===== src/rtl/fetch_sequencer.sv =====
// rtl/fetch_sequencer.sv - instruction-issue sequencer: PC, fetch/hold timing, next-PC, HALT
// Optional breakpoint support under `FETCH_BREAKPOINT_EN.
module fetch_sequencer (
    input  logic       clk,
    input  logic       rst,
    input  logic [7:0] instr,
    input  logic       zero,
    input  logic       start,
    input  logic [4:0] bp_addr,
    output logic [4:0] pc,
    output logic [2:0] opcode_out,
    output logic [4:0] addr_out,
    output logic       issue,
    output logic       halted,
    output logic       bp_hit
);
    localparam logic [2:0] OP_HLT = 3'b000;
    localparam logic [2:0] OP_SKZ = 3'b001;
    localparam logic [2:0] OP_STO = 3'b110;
    localparam logic [2:0] OP_JMP = 3'b111;

    typedef enum logic [1:0] {FETCH, HOLD, HALT} state_t;

    state_t     state;
    logic [2:0] cnt;
    logic       bp_take;

    function automatic logic [2:0] hold_count(input logic [2:0] op);
        case (op)
            OP_HLT:         hold_count = 3'd0;
            OP_SKZ, OP_JMP: hold_count = 3'd3;
            OP_STO:         hold_count = 3'd4;
            default:        hold_count = 3'd5;
        endcase
    endfunction

`ifdef FETCH_BREAKPOINT_EN
    logic bp_skip;
    logic bp_halt;
    logic bp_hit_q;

    // The skip flag lets the instruction at the breakpoint run once after resume.
    assign bp_take = (pc == bp_addr) && !bp_skip;
    assign bp_hit  = bp_hit_q;
`else
    logic unused_bp;

    assign unused_bp = ^bp_addr;
    assign bp_take   = 1'b0;
    assign bp_hit    = 1'b0;
`endif

    always_ff @(posedge clk) begin
        if (rst) begin
            state      <= FETCH;
            pc         <= 5'd0;
            opcode_out <= 3'd0;
            addr_out   <= 5'd0;
            issue      <= 1'b0;
            halted     <= 1'b0;
            cnt        <= 3'd0;
`ifdef FETCH_BREAKPOINT_EN
            bp_skip    <= 1'b0;
            bp_halt    <= 1'b0;
            bp_hit_q   <= 1'b0;
`endif
        end else begin
            issue <= 1'b0;
`ifdef FETCH_BREAKPOINT_EN
            bp_hit_q <= 1'b0;
`endif
            case (state)
                FETCH: begin
                    if (bp_take) begin
                        halted <= 1'b1;
                        state  <= HALT;
`ifdef FETCH_BREAKPOINT_EN
                        bp_hit_q <= 1'b1;
                        bp_halt  <= 1'b1;
`endif
                    end else begin
`ifdef FETCH_BREAKPOINT_EN
                        bp_skip <= 1'b0;
`endif
                        opcode_out <= instr[7:5];
                        addr_out   <= instr[4:0];
                        issue      <= 1'b1;
                        if (instr[7:5] == OP_HLT) begin
                            halted <= 1'b1;
                            state  <= HALT;
                        end else begin
                            cnt   <= hold_count(instr[7:5]);
                            state <= HOLD;
                        end
                    end
                end
                HOLD: begin
                    if (cnt != 3'd1) begin
                        cnt <= cnt - 3'd1;
                    end else begin
                        cnt   <= 3'd0;
                        state <= FETCH;
                        if (opcode_out == OP_JMP)
                            pc <= addr_out;
                        else if (opcode_out == OP_SKZ && zero)
                            pc <= pc + 5'd2;
                        else
                            pc <= pc + 5'd1;
                    end
                end
                HALT: begin
                    if (start) begin
                        halted <= 1'b0;
                        state  <= FETCH;
`ifdef FETCH_BREAKPOINT_EN
                        // Breakpoint resume re-fetches the same address instead of advancing.
                        if (bp_halt) begin
                            bp_halt <= 1'b0;
                            bp_skip <= 1'b1;
                        end else begin
                            pc <= pc + 5'd1;
                        end
`else
                        pc <= pc + 5'd1;
`endif
                    end
                end
                default: state <= FETCH;
            endcase
        end
    end
endmodule


===== config.mk =====
export PLATFORM = sky130hd
export DESIGN_NAME = fetch_sequencer
export DESIGN_NICKNAME = d
export VERILOG_FILES = /design/src/rtl/fetch_sequencer.sv
export SDC_FILE = /design/constraint.sdc
export NUM_CORES = 1
export LEC_CHECK = 0
export BUFFER_PORTS_ARGS = -buffer_cell sky130_fd_sc_hd__buf_2
export CORE_UTILIZATION = 30
export CTS_CLUSTER_SIZE = 12
export DETAILED_ROUTE_END_ITERATION = 16
export PLACE_DENSITY = 0.56
export SYNTH_ARGS = -nofsm -noshare
export SYNTH_HDL_FRONTEND = slang
export SYNTH_SLANG_ARGS = --single-unit

===== constraint.sdc =====
create_clock -name clk -period 2.06 [get_ports clk]
set_input_delay 0.309 -clock clk [delete_from_list [all_inputs] [get_ports clk]]
set_output_delay 0.309 -clock clk [all_outputs]
set_load 0.05 [all_outputs]

==> metrics.md, run 1 <==
| Metric | Value |
|---|---|
| Outcome | `complete, no violations` |
| WL/cell | `~12 um` |
| Die width | `about 64 um` |
| Ys Warns | `0` |
| Cell Area, Synth | `roughly 0.0012 mm^2` |
| Final Cycle Share | `0.885` |
| Top area cells in the synthesized netlist | `dfxtp_1, mux2i_1, ha_1` |
| Rows | `22` |
| DR iter-0 viols | `34` |
| Critical Path Sink Type | `flop` |
| Static Leak | `around 0.00063 uW` |
| Clock Latency Late Sink | `0.26 ns` |
| Library cells used by synthesis | `38` |
| Worst VDD drop | `slightly above 0.4 mV` |
| Pins Over Slew Limit | `0` |
| Routed Antenna Nets | `0` |
| Initial Util | `0.313` |
| DP Cell Count | `211` |
| CP Launch Point | `state[0]` |
| First-pass GRT wire length | `between 4 and 5 mm` |
| R2r endpoint | `pc[4]` |
| Layout Nets | `~190` |
| Hold Slack | `approximately 0.29 ns` |
| Clk root buf | `clkbuf_8` |
| Highest Clock Rate | `549 MHz` |
| WHS Endpoint | `addr_out[0]` |
| CTS max path bufs | `2` |
| Reg2reg setup slack | `approximately 0.24 ns` |
| # DRC | `0` |
| PortBufs | `26` |
| DR vias/cell | `approximately 5.0` |
| Mapped Cells | `140` |
| PD cells | `976 mW/mm^2` |
| Initial antenna violation count | `0` |
| Maxcap violations | `0` |
| Placed cell areas | `roughly 0.0013 mm^2` |
| Worst reg2reg startpoint | `state[0]` |
| Yosys reg bits | `20` |
| Dpl hpwl | `just under 2 mm` |
| Final Hold Fails | `0` |
| Gr ovfl total | `0` |
| Core Area | `~0.0037 mm^2` |
| RSZ-0062 raised after global routing | `no` |
| Setup Crit Path Kind | `flop to flop` |
| Data arrival, critical path | `approximately 2.0 ns` |
| IO Pins | `33` |
| Largest net degree at the start of global routing | `21` |
| Share of cells above drive strength 1 | `0.228` |
| Most frequent cells in the layout | `buf_2, nor2_1, dfxtp_1, nand2_1, a21oi_1` |
| # hold bufs at CTS | `0` |
| Clock-pin slew on the worst setup and hold paths | `approximately 0.07 ns` |
| CP Launch Type | `flop` |
| Die H | `roughly 64 um` |
| Worst-case reg-to-reg path depth | `7` |
| TNS Setup | `0 ns` |
| Peak fanout along the critical path | `7` |
| Area leader, netlist | `dfxtp_1` |
| Avg Inst Size Synth | `just over 8 um^2` |
| Most common cell after layout, fill and taps aside | `buf_2` |
| DRT Wirelength | `between 2 and 3 mm` |
| TritonCTS Buffers | `3` |
| Post-CTS Setup Bufs | `0` |
| Final setup fails | `0` |
| Routability congestion estimate | `just over 0.7` |
| Sequential fraction of the synthesis area | `0.346` |
| Fill count | `between 400 and 500` |
| Minimum clock period | `roughly 1.8 ns` |
| First drt pass iteration count | `4` |
| WHS Path Cells | `3` |
| Setup Skew | `around 0.0013 ns` |
| Die area | `around 0.0041 mm^2` |
| Slew HR | `0.597` |
| Syn nets | `approximately 160` |
| Design area | `~0.0014 mm^2` |
| H-tree depth | `1` |
| Vias in the first global route | `1,080` |
| Yosys top cell area share | `0.346` |
| N_diodes | `0` |
| Post_cts resized | `0` |
| TritonCTS clock tree | `built` |
| Cell Count, Final, Fillers Out | `between 200 and 250` |
| Area Growth Syn to Fin | `20.3%` |
| Total global-route track usage | `0.142` |
| Vias | `around 1,100` |
| Critical path data required time | `approximately 2.3 ns` |
| Tightest Pin Transition | `0.604 ns` |
| Worst Hold Class | `input pin to flop` |
| Clock sink total | `20` |
| Min-delay src | `instr[0]` |
==> logic make-up after synthesis <==
logic type,count (synthesis),share of synthesized area
and+or+nand+nor,52,0.210
AOI/OAI and AO/OA,36,0.216
DFF,20,0.346
buffers and inverters,12,0.0476
muxes,9,0.0779
adders and majority gates,7,0.0758
xor gates and xnor gates,3,0.0227
other,1,0.00324
==> report_power, final <==
group	leakage [uW]	internal [uW]	switching (uW)	total (uW)
clock	0.0000288	170	131	301
sequential	0.000165	447	56.9	503
combinational	0.000433	194	360	553
total	0.000627	810	547	1360
==> through the flow <==
step	power (uW)	utilization	setup WS, ns
floorplan	936	-	0.314
CTS	1370	0.377	0.224
finish	1360	0.377	0.237
detailed placement	1070	0.362	0.239
global route	1450	0.377	0.0879
global placement	1050	0.362	0.327
==> cell usage after synthesis, drive strengths merged <==
library cell	instances
nor2	22
dfxtp	20
a21oi	12
nand2	12
mux2i	9
ha	7
inv	6
nand3	5
a31oi	4
buf	4
nand2b	4
nor3	4
o21ai	3
o22ai	3
a211oi	2
a21o	2
a32oi	2
clkbuf	2
xor2	2
a22oi	1
a311oi	1
a31o	1
and2b	1
conb	1
nor2b	1
nor3b	1
o2111ai	1
o211ai	1
o221ai	1
o31a	1
o32ai	1
or2b	1
or3b	1
xnor2	1
==> how the worst max path moves through the flow <==
| stage | to | slack (ns) | depth (start not counted) |
|---|---|---|---|
| global route | pc[2] | 0.09 | 7 |
| global placement | pc[4] | 0.33 | 7 |
| finish | pc[4] | 0.24 | 7 |
| CTS | pc[2] | 0.22 | 7 |
| detailed placement | pc[2] | 0.24 | 7 |
| floorplan | pc[4] | 0.31 | 5 |
==> worst max-delay path: stages (launching register included) <==
cell	delay, ns
dfxtp_1	0.34
inv_1	0.07
ha_1	0.27
or2b_1	0.35
a21oi_4	0.21
a311oi_1	0.08
o31a_1	0.27
nor3_2	0.15
==> state kept, by name (all words and copies together), names as in the netlist <==
name and flops:
issue 1, pc 5, cnt 3, state 2, addr_out 5, halted 1, opcode_out 3
==> layer usage <==
layer	track usage	wire, um	up-vias
met3	0.0196	116	4
li1	-	-	547
met1	0.169	1260	492
met4	0.0483	24	0
met5	0	0	-
met2	0.258	1260	29
==> area by class of cell <==
class                      count  area [um^2]  area share
clock buffer                   4         55.1      0.0396
sequential                    20          400       0.288
multi-input combinational    108          701       0.504
timing repair buffer          29          153       0.110
tap                           48         60.1      0.0432
inverter                       6         22.5      0.0162
Note: power is estimated with default switching activity, not from simulation.
==> run 2: changes to the inputs <==
- PLACE_DENSITY: 0.56 -> 0.58
- clock period: 2.06 -> 1.57 ns (I/O delays scaled with it)
==> run 2 against run 1 <==
Against the previous run:
- die area unchanged
- largest power group unchanged
- global-route usage decreased by 0.070 points
- cell count increased by 6.5%
==> metrics.md, run 2 (same netlist as run 1, synthesis figures left out) <==
| Metric | Value |
|---|---|
| Initial Util | `0.313 (unchanged)` |
| Critical path data required time | `1.76 ns (was 2.25 ns)` |
| Outcome | `complete, no violations (unchanged)` |
| Gr ovfl total | `0 (unchanged)` |
| Clock power frac | `0.208 (was 0.222)` |
| Sw Share | `0.396 (was 0.403)` |
| Die width | `64.1 um (unchanged)` |
| Total global-route track usage | `0.141 (was 0.142)` |
| Pins Over Slew Limit | `0 (unchanged)` |
| Clock Latency Late Sink | `0.26 ns (about the same)` |
| Min-delay src | `instr[4] (was instr[0])` |
| Reg area | `409 um^2 (was 400 um^2)` |
| H-tree depth | `1 (unchanged)` |
| # hold bufs at CTS | `0 (unchanged)` |
| Highest Clock Rate | `641 MHz (was 549 MHz)` |
| WL/cell | `12.1 um (was 12.4 um)` |
| Data arrival, critical path | `1.74 ns (was 2.01 ns)` |
| CP Launch Type | `flop (unchanged)` |
| DRT Wirelength | `2.77 mm (was 2.66 mm)` |
| WP buf/inv | `2 (was 1)` |
| Die H | `64.1 um (unchanged)` |
| TritonCTS clock tree | `built (unchanged)` |
| Routability congestion estimate | `0.837 (was 0.718)` |
| Fill count | `397 (was 411)` |
| IO Pins | `33 (unchanged)` |
| Slowest cell on the critical path | `dfxtp_2 (was or2b_1)` |
| Crit-path cells | `inv_2, ha_4, and2b_2, a211oi_4, buf_4, nand3_1, a21oi_1 (was inv_1, ha_1, or2b_1, a21oi_4, a311oi_1, o31a_1, nor3_2)` |
| Area Growth Syn to Fin | `34.1% (was 20.3%)` |
| Setup Crit Path Kind | `flop to flop (unchanged)` |
| WHS Endpoint | `addr_out[4] (was addr_out[0])` |
| Worst-case reg-to-reg path depth | `7 (unchanged)` |
| Initial antenna violation count | `0 (unchanged)` |
| Metal2 WL | `1.33 mm (was 1.26 mm)` |
| TNS Setup | `0 ns (unchanged)` |
| N_diodes | `0 (unchanged)` |
| TritonCTS Buffers | `3 (unchanged)` |
| Logic pwr share | `0.442 (was 0.407)` |
| First drt pass iteration count | `4 (unchanged)` |
| Worst VDD drop | `0.672 mV (was 0.405 mV)` |
| Flop pwr share | `0.350 (was 0.371)` |
| Final core utilization | `0.420 (was 0.377)` |
| WL met1 | `1.29 mm (was 1.26 mm)` |
| R2r endpoint | `pc[3] (was pc[4])` |
| # DRC | `0 (unchanged)` |
| Multi-input gate area | `742 um^2 (was 701 um^2)` |
| Rows | `22 (unchanged)` |
| Top delay family on crit path | `compound AO/OA/AOI/OAI gates (unchanged)` |
| PD cells | `1230 mW/mm^2 (was 976 mW/mm^2)` |
| Minimum clock period | `1.56 ns (was 1.82 ns)` |
| Most common cell after layout, fill and taps aside | `buf_2 (unchanged)` |
| Core Area | `0.00369 mm^2 (unchanged)` |
| Peak fanout along the critical path | `6 (was 7)` |
| Share of cells above drive strength 1 | `0.370 (was 0.228)` |
| CTS max path bufs | `2 (unchanged)` |
| Routed Antenna Nets | `0 (unchanged)` |
| Internal power | `1150 uW (was 810 uW)` |
| Clock sink total | `20 (unchanged)` |
| WHS Path Cells | `3 (unchanged)` |
| Final Cycle Share | `0.993 (was 0.885)` |
| Setup Skew | `0.00180 ns (was 0.00133 ns)` |
| Worst reg2reg startpoint | `state[0] (unchanged)` |
| Biggest regs | `addr_out x5, pc x5 (unchanged)` |
| Critical Path Sink Type | `flop (unchanged)` |
| Vias | `1,125 (was 1,072)` |
| Pwr Total | `1910 uW (was 1360 uW)` |
| Final Hold Fails | `0 (unchanged)` |
| Sw Pwr | `756 uW (was 547 uW)` |
| Met3 WL | `132 um (was 116 um)` |
| Static Leak | `0.000696 uW (was 0.000627 uW)` |
| CP peak stage delay | `0.34 ns (was 0.35 ns)` |
| Maxcap violations | `0 (unchanged)` |
| Most frequent cells in the layout | `buf_2, nor2_1, buf_4, dfxtp_1, nand2_1 (was buf_2, nor2_1, dfxtp_1, nand2_1, a21oi_1)` |
| Top routing layer used | `met4 (unchanged)` |
| Cell Count, Final, Fillers Out | `229 (was 215)` |
| Largest net degree at the start of global routing | `21 (unchanged)` |
| Dpl hpwl | `2.03 mm (was 1.98 mm)` |
| First-pass GRT wire length | `4.59 mm (was 4.67 mm)` |
| DP Cell Count | `220 (was 211)` |
| DR vias/cell | `4.91 (was 4.99)` |
| Hold Slack | `0.211 ns (was 0.289 ns)` |
| Die area | `0.00411 mm^2 (unchanged)` |
| Worst Hold Class | `input pin to flop (unchanged)` |
| Reg2reg setup slack | `0.01 ns (was 0.24 ns)` |
| PortBufs | `26 (unchanged)` |
| Layout Nets | `206 (was 192)` |
| Clk root buf | `clkbuf_8 (unchanged)` |
| RSZ-0062 raised after global routing | `yes (was no)` |
| Vias in the first global route | `1,091 (was 1,080)` |
| Clock-pin slew on the worst setup and hold paths | `0.08 ns (was 0.07 ns)` |
| DR iter-0 viols | `56 (was 34)` |
| Final setup fails | `0 (unchanged)` |
==> run 2: changes by cell type in the layout (fill, tap and decap cells not counted), sizes merged <==
cell / previous run / this run
buf: 29 / 43
==> run 2: through the flow <==
stage | instance area [um^2] | setup slack (ns)
2_1_floorplan | 1170 | -0.0110
3_3_place_gp | 1420 | -0.0321
3_5_place_dp | 1420 | -0.0730
4_1_cts | 1500 | -0.00636
5_1_grt | 1550 | -0.119
6_report | 1550 | 0.0108
==> run 2: worst max path at each step <==
stage / start / endpoint / slack, ns / depth (start not counted)
2_1_floorplan: state[0] / pc[4] / -0.01 / 7
3_3_place_gp: state[0] / pc[4] / -0.03 / 7
3_5_place_dp: state[0] / pc[4] / -0.07 / 7
4_1_cts: state[0] / pc[0] / -0.006 / 8
5_1_grt: state[0] / pc[2] / -0.12 / 7
6_report: state[0] / pc[3] / 0.01 / 7
==> run 2: tightest hold or removal path: cells and delay by family <==
kind	cells	cell delay [ns]
buffers and inverters	1	0.08
AND/OR/NAND/NOR	1	0.07
multiplexers	1	0.05
==> run 2: power by group through the flow <==
stage	Combinational (uW)	Sequential, uW	Clock (uW)
2_1_floorplan	409	837	0
3_3_place_gp	779	671	0
3_5_place_dp	792	675	0
4_1_cts	814	665	415
5_1_grt	916	682	438
6_report	844	669	398
==> run 2: routing by layer <==
metal  up-vias  GRT usage
met4         0     0.0256
met2        34      0.253
met1       517      0.169
li1        572          -
met5         -          0
met3         2     0.0375
==> run 2: area by class of cell <==
type	instances	area share
clock buffers	4	0.0355
multi-input cells	108	0.479
inverters	6	0.0145
repair buffers	43	0.169
flip-flops and latches	20	0.264
well taps	48	0.0387
==> run 2: what timing repair did <==
action,CTS,global route
buffers inserted,2,3
resized for setup,3,9
endpoints found under the hold margin,0,0
setup endpoints to repair,5,8
pin swaps,4,5
==> run 3: changes to the inputs <==
--- a/config.mk
+++ b/config.mk
@@ -7,8 +7,8 @@
 export LEC_CHECK = 0
 export BUFFER_PORTS_ARGS = -buffer_cell sky130_fd_sc_hd__buf_2
-export CORE_UTILIZATION = 30
+export CORE_UTILIZATION = 35
 export CTS_CLUSTER_SIZE = 12
 export DETAILED_ROUTE_END_ITERATION = 16
-export PLACE_DENSITY = 0.58
+export PLACE_DENSITY = 0.65
 export SYNTH_ARGS = -nofsm -noshare
 export SYNTH_HDL_FRONTEND = slang
==> constraint.sdc (replaced) <==
create_clock -name clk -period 1.57 [get_ports clk]
set_input_delay 0.314 -clock clk [delete_from_list [all_inputs] [get_ports clk]]
set_output_delay 0.314 -clock clk [all_outputs]
set_load 0.05 [all_outputs]
==> run 3 against run 2 <==
Against the previous run:
- design area up 0.65%
- sequential share of layout area up 0.15 points
- cell count down 1.3%
- combinational power up 4.7%
- worst hold slack better by 0.017 ns
==> metrics.md, run 3 (same netlist as run 1, synthesis figures left out) <==
| Metric | Value |
|---|---|
| Setup Crit Path Kind | `flop to flop (unchanged)` |
| Critical Path Sink Type | `flop (unchanged)` |
| Design area | `0.00156 mm^2 (was 0.00155 mm^2)` |
| Routed Antenna Nets | `0 (unchanged)` |
| PD cells | `1200 mW/mm^2 (was 1230 mW/mm^2)` |
| N_diodes | `0 (unchanged)` |
| Setup Skew | `0.00188 ns (was 0.00180 ns)` |
| Total global-route track usage | `0.184 (was 0.141)` |
| TritonCTS Buffers | `3 (unchanged)` |
| Dpl hpwl | `2.04 mm (was 2.03 mm)` |
| Worst VDD drop | `0.537 mV (was 0.672 mV)` |
| Final Cycle Share | `0.996 (was 0.993)` |
| H-tree depth | `1 (unchanged)` |
| WL/cell | `12.8 um (was 12.1 um)` |
| CP Launch Type | `flop (unchanged)` |
| First drt pass iteration count | `4 (unchanged)` |
| Largest net degree at the start of global routing | `21 (unchanged)` |
| Static Leak | `0.000702 uW (was 0.000696 uW)` |
| First-pass GRT wire length | `4.95 mm (was 4.59 mm)` |
| CTS max path bufs | `2 (unchanged)` |
| DR iter-0 viols | `34 (was 56)` |
| CP peak stage delay | `0.35 ns (was 0.34 ns)` |
| Top delay family on crit path | `compound AO/OA/AOI/OAI gates (unchanged)` |
| Die H | `59.5 um (was 64.1 um)` |
| Clock-pin slew on the worst setup and hold paths | `0.12 ns (was 0.08 ns)` |
| Pins Over Slew Limit | `0 (unchanged)` |
| Clock Latency Late Sink | `0.31 ns (was 0.26 ns)` |
| DR vias/cell | `5.24 (was 4.91)` |
| Clk root buf | `clkbuf_4 (was clkbuf_8)` |
| Layout Nets | `207 (was 206)` |
| Most frequent cells in the layout | `buf_2, nor2_1, buf_4, nand2_1 (was buf_2, nor2_1, buf_4, dfxtp_1, nand2_1)` |
| RSZ-0062 raised after global routing | `yes (unchanged)` |
| Placed cell areas | `0.00144 mm^2 (was 0.00142 mm^2)` |
| Gr ovfl total | `0 (unchanged)` |
| Biggest regs | `addr_out x5, pc x5 (unchanged)` |
| Area Growth Syn to Fin | `35.0% (was 34.1%)` |
| Share of cells above drive strength 1 | `0.396 (was 0.370)` |
| Routability congestion estimate | `0.884 (was 0.837)` |
| Highest Clock Rate | `639 MHz (was 641 MHz)` |
| # DRC | `0 (unchanged)` |
| Final core utilization | `0.503 (was 0.420)` |
| Maxcap violations | `0 (unchanged)` |
| Final setup fails | `0 (unchanged)` |
| DRT Wirelength | `2.90 mm (was 2.77 mm)` |
| Peak fanout along the critical path | `5 (was 6)` |
| Final Hold Fails | `0 (unchanged)` |
| PortBufs | `26 (unchanged)` |
| Hold Slack | `0.228 ns (was 0.211 ns)` |
| Vias in the first global route | `1,158 (was 1,091)` |
| Most common cell after layout, fill and taps aside | `buf_2 (unchanged)` |
| Data arrival, critical path | `1.77 ns (was 1.74 ns)` |
| WP buf/inv | `2 (unchanged)` |
| Critical path data required time | `1.77 ns (was 1.76 ns)` |
| Cell Count, Final, Fillers Out | `226 (was 229)` |
| IO Pins | `33 (unchanged)` |
| Clock sink total | `20 (unchanged)` |
| Minimum clock period | `1.56 ns (about the same)` |
| Slowest cell on the critical path | `dfxtp_2 (unchanged)` |
| Die area | `0.00354 mm^2 (was 0.00411 mm^2)` |
| Rows | `20 (was 22)` |
| Worst Hold Class | `input pin to flop (unchanged)` |
| Outcome | `complete, no violations (unchanged)` |
| Initial antenna violation count | `0 (unchanged)` |
| Initial Util | `0.373 (was 0.313)` |
| TritonCTS clock tree | `built (unchanged)` |
| Reg2reg setup slack | `0.006 ns (was 0.01 ns)` |
| Vias | `1,185 (was 1,125)` |
| Crit-path cells | `inv_2, ha_4, or2b_4, a21oi_4, buf_4, o2111ai_1, a21oi_1, nor3_1 (was inv_2, ha_4, and2b_2, a211oi_4, buf_4, nand3_1, a21oi_1)` |
| Core Area | `0.00310 mm^2 (was 0.00369 mm^2)` |
| DP Cell Count | `219 (was 220)` |
| Die width | `59.5 um (was 64.1 um)` |
==> run 3: what timing repair did <==
action	CTS	global route
gates resized for setup	9	10
buffers inserted	0	3
endpoints found under the setup margin	5	7
pin swaps	3	2
hold buffers	0	0
==> run 3: routing by layer <==
layer  GRT usage  wire length, um
met4      0.0952               51
met1       0.231             1340
met5           0                0
met3      0.0284              132
met2       0.303             1370
==> run 3: where the power goes <==
part	leakage [uW]	internal, uW	switching [uW]
Combinational	0.000512	366	519
Clock	0.0000210	142	175
Sequential	0.000169	592	79.9
Total	0.000702	1100	774
==> run 3: final timing paths <==
kind | endpoint | start | cells past startpoint
worst max register to register | pc[0] | state[0] | 8
worst min-delay path | addr_out[4] | instr[4] | 3
worst max-delay path | pc[0] | state[0] | 8
worst min register to register | cnt[1] | cnt[1] | 2
==> run 3: final cells by class <==
cell class,instances,area (um^2)
tap,44,55.1
fill,328,1540
clock buffer,4,36.3
inverter,6,22.5
multi-input combinational,108,763
timing repair buffer,44,269
sequential,20,414
==> run 3: per-stage QoR <==
stage	setup WS, ns	setup TNS, ns	total power [uW]
6_report	0.00612	0	1870
5_1_grt	-0.0786	-0.280	1990
4_1_cts	0.00832	0	1840
3_5_place_dp	-0.117	-0.311	1490
3_3_place_gp	-0.0617	-0.129	1480
2_1_floorplan	-0.0110	-0.0110	1250
==> run 3: worst reg2reg max path, stage by stage, from the launching register on <==
cell and delay (ns):
dfxtp_2 0.35, inv_2 0.05, ha_4 0.17, or2b_4 0.28, a21oi_4 0.17, buf_4 0.13
o2111ai_1 0.10, a21oi_1 0.13, nor3_1 0.06
